`src/rtl/mm_pkg.sv`:
```
// Shared constants and types for the modular-multiplier sharing scheduler.
//   Q             : Kyber/NTT modulus used by the shared Barrett multiplier
//   DataWidthDef  : default operand/result width
//   MulLatDef     : default multiplier latency (edges from operand to product)
//   NumReqDef     : default requester count
//   BurstMaxDef   : default consecutive-grant limit
//   req_id_t      : requester id for the default requester count
package mm_pkg;

    localparam int unsigned Q            = 3329;
    localparam int unsigned DataWidthDef = 12;
    localparam int unsigned MulLatDef    = 4;
    localparam int unsigned NumReqDef    = 4;
    localparam int unsigned BurstMaxDef  = 8;
    localparam int unsigned ReqIdW       = $clog2(NumReqDef);

    typedef logic [ReqIdW-1:0] req_id_t;

endpackage

```
`src/rtl/mm_tag_line.sv`:
```
// Delay line of {valid, id} tags that tracks products through the multiplier.
//   clk_i, rst_ni : clock, asynchronous active-low reset (clears all tags)
//   in_valid_i    : an operation is issued this cycle
//   in_id_i       : id of the issuing requester
//   out_valid_o   : last stage holds a valid tag
//   out_id_o      : id held in the last stage
//   any_valid_o   : at least one stage holds a valid tag
module mm_tag_line #(
    parameter int unsigned Depth = 4,
    parameter int unsigned IdW   = 2
) (
    input  logic           clk_i,
    input  logic           rst_ni,
    input  logic           in_valid_i,
    input  logic [IdW-1:0] in_id_i,
    output logic           out_valid_o,
    output logic [IdW-1:0] out_id_o,
    output logic           any_valid_o
);

    logic [Depth-1:0] valid_q;
    logic [IdW-1:0]   id_q [Depth];

    always_ff @(posedge clk_i or negedge rst_ni) begin
        if (!rst_ni) begin
            valid_q <= '0;
            for (int s = 0; s < Depth; s++) begin
                id_q[s] <= '0;
            end
        end else begin
            valid_q[0] <= in_valid_i;
            id_q[0]    <= in_id_i;
            for (int s = 1; s < Depth; s++) begin
                valid_q[s] <= valid_q[s-1];
                id_q[s]    <= id_q[s-1];
            end
        end
    end

    assign out_valid_o = valid_q[Depth-1];
    assign out_id_o    = id_q[Depth-1];
    assign any_valid_o = |valid_q;

endmodule

```
`src/rtl/mm_share_sched.sv`:
```
// Round-robin scheduler sharing one pipelined modular multiplier among requesters.
//   clk_i, rst_ni   : clock, asynchronous active-low reset
//   hold_i          : suppress new grants; in-flight products still return
//   req_valid_i     : per-requester operand valid
//   req_ready_o     : one-hot combinational grant
//   req_a_i/req_b_i : packed operands, requester i at [i*DataWidth +: DataWidth]
//   mul_a_o/mul_b_o : operand bus to the multiplier (0 when idle)
//   mul_p_i         : product from the multiplier, MulLat edges after the operands
//   rsp_valid_o     : registered one-hot result strobe
//   rsp_data_o      : registered shared result bus
//   busy_o          : operation in flight or grant given
module mm_share_sched
    import mm_pkg::*;
#(
    parameter int unsigned DataWidth = DataWidthDef,
    parameter int unsigned NumReq    = NumReqDef,
    parameter int unsigned MulLat    = MulLatDef,
    parameter int unsigned BurstMax  = BurstMaxDef
) (
    input  logic                        clk_i,
    input  logic                        rst_ni,
    input  logic                        hold_i,
    input  logic [NumReq-1:0]           req_valid_i,
    output logic [NumReq-1:0]           req_ready_o,
    input  logic [NumReq*DataWidth-1:0] req_a_i,
    input  logic [NumReq*DataWidth-1:0] req_b_i,
    output logic [DataWidth-1:0]        mul_a_o,
    output logic [DataWidth-1:0]        mul_b_o,
    input  logic [DataWidth-1:0]        mul_p_i,
    output logic [NumReq-1:0]           rsp_valid_o,
    output logic [DataWidth-1:0]        rsp_data_o,
    output logic                        busy_o
);

    localparam int unsigned IdW = $clog2(NumReq);
    localparam int unsigned BcW = $clog2(BurstMax + 1);

    logic [IdW-1:0]       owner_q, owner_d;
    logic                 owner_vld_q, owner_vld_d;
    logic [BcW-1:0]       burst_q, burst_d;
    logic [IdW-1:0]       rr_ptr_q, rr_ptr_d;
    logic [NumReq-1:0]    rsp_valid_q, rsp_valid_d;
    logic [DataWidth-1:0] rsp_data_q, rsp_data_d;

    logic           keep;
    logic           found;
    logic [IdW-1:0] gnt_idx;
    logic [IdW:0]   scan;
    logic           tail_vld;
    logic [IdW-1:0] tail_id;
    logic           any_vld;

    // Grant: owner keeps it below the burst limit, otherwise first valid from rr_ptr.
    always_comb begin
        keep    = 1'b0;
        found   = 1'b0;
        gnt_idx = '0;
        scan    = '0;
        if (rst_ni && !hold_i) begin
            keep = owner_vld_q && req_valid_i[owner_q] && (burst_q < BcW'(BurstMax));
            if (keep) begin
                found   = 1'b1;
                gnt_idx = owner_q;
            end else begin
                // Walk backwards so the lowest scan offset is assigned last and wins.
                for (int k = NumReq - 1; k >= 0; k--) begin
                    scan = {1'b0, rr_ptr_q} + (IdW+1)'(k);
                    if (scan >= (IdW+1)'(NumReq)) begin
                        scan = scan - (IdW+1)'(NumReq);
                    end
                    if (req_valid_i[scan[IdW-1:0]]) begin
                        found   = 1'b1;
                        gnt_idx = scan[IdW-1:0];
                    end
                end
            end
        end
    end

    always_comb begin
        req_ready_o = '0;
        mul_a_o     = '0;
        mul_b_o     = '0;
        if (found) begin
            req_ready_o[gnt_idx] = 1'b1;
            mul_a_o = req_a_i[gnt_idx*DataWidth +: DataWidth];
            mul_b_o = req_b_i[gnt_idx*DataWidth +: DataWidth];
        end
    end

    // Arbiter state; hold freezes owner, burst count and pointer.
    always_comb begin
        owner_d     = owner_q;
        owner_vld_d = owner_vld_q;
        burst_d     = burst_q;
        rr_ptr_d    = rr_ptr_q;
        if (!hold_i) begin
            if (found) begin
                owner_d     = gnt_idx;
                owner_vld_d = 1'b1;
                // A re-grant to the same requester at the limit restarts at 1.
                burst_d     = keep ? burst_q + BcW'(1) : BcW'(1);
                rr_ptr_d    = (gnt_idx == IdW'(NumReq - 1)) ? '0 : gnt_idx + IdW'(1);
            end else begin
                owner_vld_d = 1'b0;
                burst_d     = '0;
            end
        end
    end

    always_ff @(posedge clk_i or negedge rst_ni) begin
        if (!rst_ni) begin
            owner_q     <= '0;
            owner_vld_q <= 1'b0;
            burst_q     <= '0;
            rr_ptr_q    <= '0;
        end else begin
            owner_q     <= owner_d;
            owner_vld_q <= owner_vld_d;
            burst_q     <= burst_d;
            rr_ptr_q    <= rr_ptr_d;
        end
    end

    mm_tag_line #(
        .Depth (MulLat),
        .IdW   (IdW)
    ) u_tag_line (
        .clk_i       (clk_i),
        .rst_ni      (rst_ni),
        .in_valid_i  (found),
        .in_id_i     (gnt_idx),
        .out_valid_o (tail_vld),
        .out_id_o    (tail_id),
        .any_valid_o (any_vld)
    );

    // Product is on mul_p_i while its tag sits in the last stage.
    always_comb begin
        rsp_valid_d = '0;
        rsp_data_d  = rsp_data_q;
        if (tail_vld) begin
            rsp_valid_d = NumReq'(1) << tail_id;
            rsp_data_d  = mul_p_i;
        end
    end

    always_ff @(posedge clk_i or negedge rst_ni) begin
        if (!rst_ni) begin
            rsp_valid_q <= '0;
            rsp_data_q  <= '0;
        end else begin
            rsp_valid_q <= rsp_valid_d;
            rsp_data_q  <= rsp_data_d;
        end
    end

    assign rsp_valid_o = rsp_valid_q;
    assign rsp_data_o  = rsp_data_q;
    assign busy_o      = any_vld | found;

endmodule

```
`config.mk`:
```
export PLATFORM = sky130hd
export DESIGN_NAME = mm_share_sched
export DESIGN_NICKNAME = d
export VERILOG_FILES = /design/src/rtl/mm_pkg.sv /design/src/rtl/mm_tag_line.sv /design/src/rtl/mm_share_sched.sv
export SDC_FILE = /design/constraint.sdc
export NUM_CORES = 1
export LEC_CHECK = 0
export CORE_ASPECT_RATIO = 0.8
export CORE_MARGIN = 5
export CORE_UTILIZATION = 32
export CTS_CLUSTER_DIAMETER = 40
export DETAILED_ROUTE_END_ITERATION = 10
export PLACE_DENSITY = 0.83
export SETUP_SLACK_MARGIN = 0.15
export SLEW_MARGIN = 10
export SYNTH_ARGS = -nofsm -noshare
export SYNTH_HDL_FRONTEND = slang
export SYNTH_HIERARCHICAL = 1
export SYNTH_SLANG_ARGS = --single-unit
```
`constraint.sdc`:
```
create_clock -name clk_i -period 2.4 [get_ports clk_i]
set_input_delay 0.36 -clock clk_i [delete_from_list [all_inputs] [get_ports clk_i]]
set_output_delay 0.36 -clock clk_i [all_outputs]
set_load 0.1 [all_outputs]
```
==> results_dict.tcl, run 1 <==
set metrics [dict create \
    grt_max_degree 39 \
    worst_pin_slew_ns 0.460 \
    synth_seq_cells 37 \
    p_per_area_nw_per_um2 585 \
    status "finished, violations left" \
    avgSynthCellArea_um2 11.4 \
    grt_pass1_wl_um 15300 \
    initial_utilization_pct 33.2 \
    drive_above_1_share_pct 49.1 \
    crit_required_ns 2.04 \
    vias 2521 \
    max_slew_margin_pct 69.4 \
    fin_skew_ns 0.00469 \
    async_flop_share_pct 100 \
    clock_latency_ns 0.28 \
    cp-startpoint "owner_q[0]" \
    io_pins 160 \
    final_antenna_net_count 0 \
    gp_congestion 0.794 \
    core_area_um2 6960 \
    timing.fmax_ghz 0.322 \
    yosysWarnings 6 \
    grt_pass1_vias 2911 \
    dr.pass1.iters 4 \
    p_leak_uw 0.00211 \
    finalWorstSetupSlack_ns -0.705 \
    syn-num-nets 323 \
    start_kind "register" \
    irDropWorstVdd_mv 0.322 \
    io_buffers 159 \
    layout_min_cycle_time_ns 3.10 \
    max_cap_viol_count 0 \
    grtUsageTotal_pct 21.4 \
    dp_hpwl_um 7340 \
    clk_pin_slew_ns 0.07 \
    dieArea_um2 9030 \
    diodes 0 \
    root_buffer "clkbuf_8" \
    fin_crit_sh_pct 129 \
    drt-total-wl_um 10800 \
    critPathKind "reg2out" \
    min_path_type "in2async" \
    arrival_ns 2.74 \
    viasPerCell 5.25 \
    cts_hold_buffers 0 \
    layout_common_cells "109 x clkdlybuf4s50_1, 41 x mux2i_4, 41 x buf_4, 37 x dfrtp_1, 32 x buf_12" \
    synthDistinctLibCells 36 \
    ys_seq_area_share_pct 40.1 \
    numCtsBuffers 5 \
    antenna_found_initial 0 \
    post-route-drc-count 0 \
    dieWidth_um 105 \
    syn_to_final_growth_pct 141 \
    r2r_start "owner_q[0]" \
    hold_violations 0 \
    htree_levels 2 \
    synth-edff-count 0 \
    die_height_um 86.0 \
    grt_overflow 0 \
    final-setup-viol-count 28 \
    post-route-util_pct 80.0 \
    synth_area_um2 2310 \
    clockBufferDepth 2 \
    synthFlopType "dfrtp_1" \
    cp_max_fo 7 \
    num-nets-final 513 \
    cts.sinks 37 \
    crit_path_end_kind "output pin" \
    rsz0062_at_grt "yes" \
    report.final.slew_viol_count 0 \
    rows 27 \
    drt_iter0_markers 91 \
    wl_per_cell_um 22.5 \
    netlist_instances 203 \
    violations "negative setup slack" \
    cts_tree "built" \
    final_common_cell "clkdlybuf4s50_1" \
    setup_tns_ns -17.23 \
]
## Yosys cell counts, drive strengths merged, types with 2 or more instances
library cell  number  area share [%]
nand4              2            0.54
dfrtp             37              40
clkbuf             4            0.65
nand4b             2            0.76
ha                 5             2.7
nor2               2            0.33
mux2i             48              21
a21oi              3            0.65
nor3b              2            0.65
nand2             16             2.6
o21ai              4            0.87
and3b              2            0.76
buf               11             3.8
o22ai             24             8.7
a22o               2             1.1
mux2              14             7.0
and2               6             1.6
inv                6            0.98
## power breakdown
| part | internal (µW) | switching [µW] | total, µW |
|---|---|---|---|
| registers | 701 | 58.9 | 759 |
| clock network | 228 | 196 | 423 |
| logic | 882 | 1190 | 2070 |
| total | 1810 | 1450 | 3260 |
## state kept, by name, summed over array words and instances (netlist names)
name and cells:
burst_q 4, owner_q 2, owner_vld_q 1, rr_ptr_q 2, rsp_data_o 12, rsp_valid_o 4
u_tag_line/id_q 6, u_tag_line/out_id_o 2, u_tag_line/valid_q 4
## kinds of logic after synthesis
group	count (synthesis)	share of synthesized area [%]
multiplexers	62	27.8
AO/OA/AOI/OAI	41	15.3
AND/OR/NAND/NOR	37	8.67
flip-flops	37	40.1
adder cells (fa/ha/maj)	5	2.71
buffers and inverters	21	5.42
## layout make-up
| class | instances | area, µm² |
|---|---|---|
| inverter | 6 | 22.5 |
| fill | 387 | 1390 |
| multi-input combinational | 145 | 2140 |
| sequential | 37 | 926 |
| clock buffer | 7 | 86.3 |
| tap | 87 | 109 |
| timing repair buffer | 198 | 2280 |
## per-layer routing
metal / vias up / GRT usage (%) / part of all wire, %
met5: - / 0 / 0
met4: 0 / 4.07 / 2.7
met3: 20 / 6.25 / 6.1
met2: 116 / 40.8 / 57
met1: 1240 / 23.8 / 34
li1: 1145 / - / -
## metrics by stage
step / cell area (µm²) / total power [µW] / setup WS [ns] / hold slack, ns / std cells
floorplan: 2720 / 1920 / -0.372 / 0.0644 / 203
global placement: 4820 / 2550 / -0.640 / 0.333 / 465
detailed placement: 4820 / 2580 / -0.716 / 0.335 / 465
CTS: 5330 / 3170 / -0.617 / 0.137 / 476
global route: 5570 / 3380 / -0.815 / 0.171 / 480
finish: 5570 / 3260 / -0.705 / 0.130 / 480
## critical path, stage by stage, from the launching register on
cell     delay (ns)
dfrtp_1        0.39
mux2_2         0.36
a22o_4         0.23
o41ai_4        0.44
buf_6          0.21
buf_4          0.19
mux2i_4        0.31
o22ai_4        0.13
buf_12         0.18
## final timing paths
check / to / slack [ns] / cells after the start
worst max-delay path: mul_b_o[4] / -0.70 / 8
worst min-delay path: rsp_valid_o[2] / 0.13 / 2
worst max register to register: rr_ptr_q[1] / 0.12 / 11
worst min register to register: u_tag_line/id_q[3] / 0.35 / 0
max in group asynchronous: u_tag_line/valid_q[1] / 1.95 / 2
min in group clk_i: u_tag_line/id_q[3] / 0.35 / 0
## timing repair
item	in CTS	in global routing
pin swaps	2	1
gates cloned	2	2
buffers inserted	2	2
endpoints found under the setup margin	29	30
gates resized for setup	71	23
(Power assumes the default switching activity.)
==> run 2: changes to the inputs <==
--- a/config.mk
+++ b/config.mk
@@ -9,6 +9,7 @@
 export CORE_MARGIN = 5
 export CORE_UTILIZATION = 32
 export CTS_CLUSTER_DIAMETER = 40
+export CTS_CLUSTER_SIZE = 24
 export DETAILED_ROUTE_END_ITERATION = 10
 export PLACE_DENSITY = 0.83
 export SETUP_SLACK_MARGIN = 0.15
==> results of run 2 <==
Final layout, timing and power as in run 1 (identical DEF).
==> run 3: changes to the inputs <==
--- a/config.mk
+++ b/config.mk
@@ -13,7 +13,7 @@
 export DETAILED_ROUTE_END_ITERATION = 10
 export PLACE_DENSITY = 0.83
 export SETUP_SLACK_MARGIN = 0.15
-export SLEW_MARGIN = 10
+export SLEW_MARGIN = 20
 export SYNTH_ARGS = -nofsm -noshare
 export SYNTH_HDL_FRONTEND = slang
 export SYNTH_HIERARCHICAL = 1
==> results of run 3 <==
Final layout, timing and power as in run 1 (identical DEF).
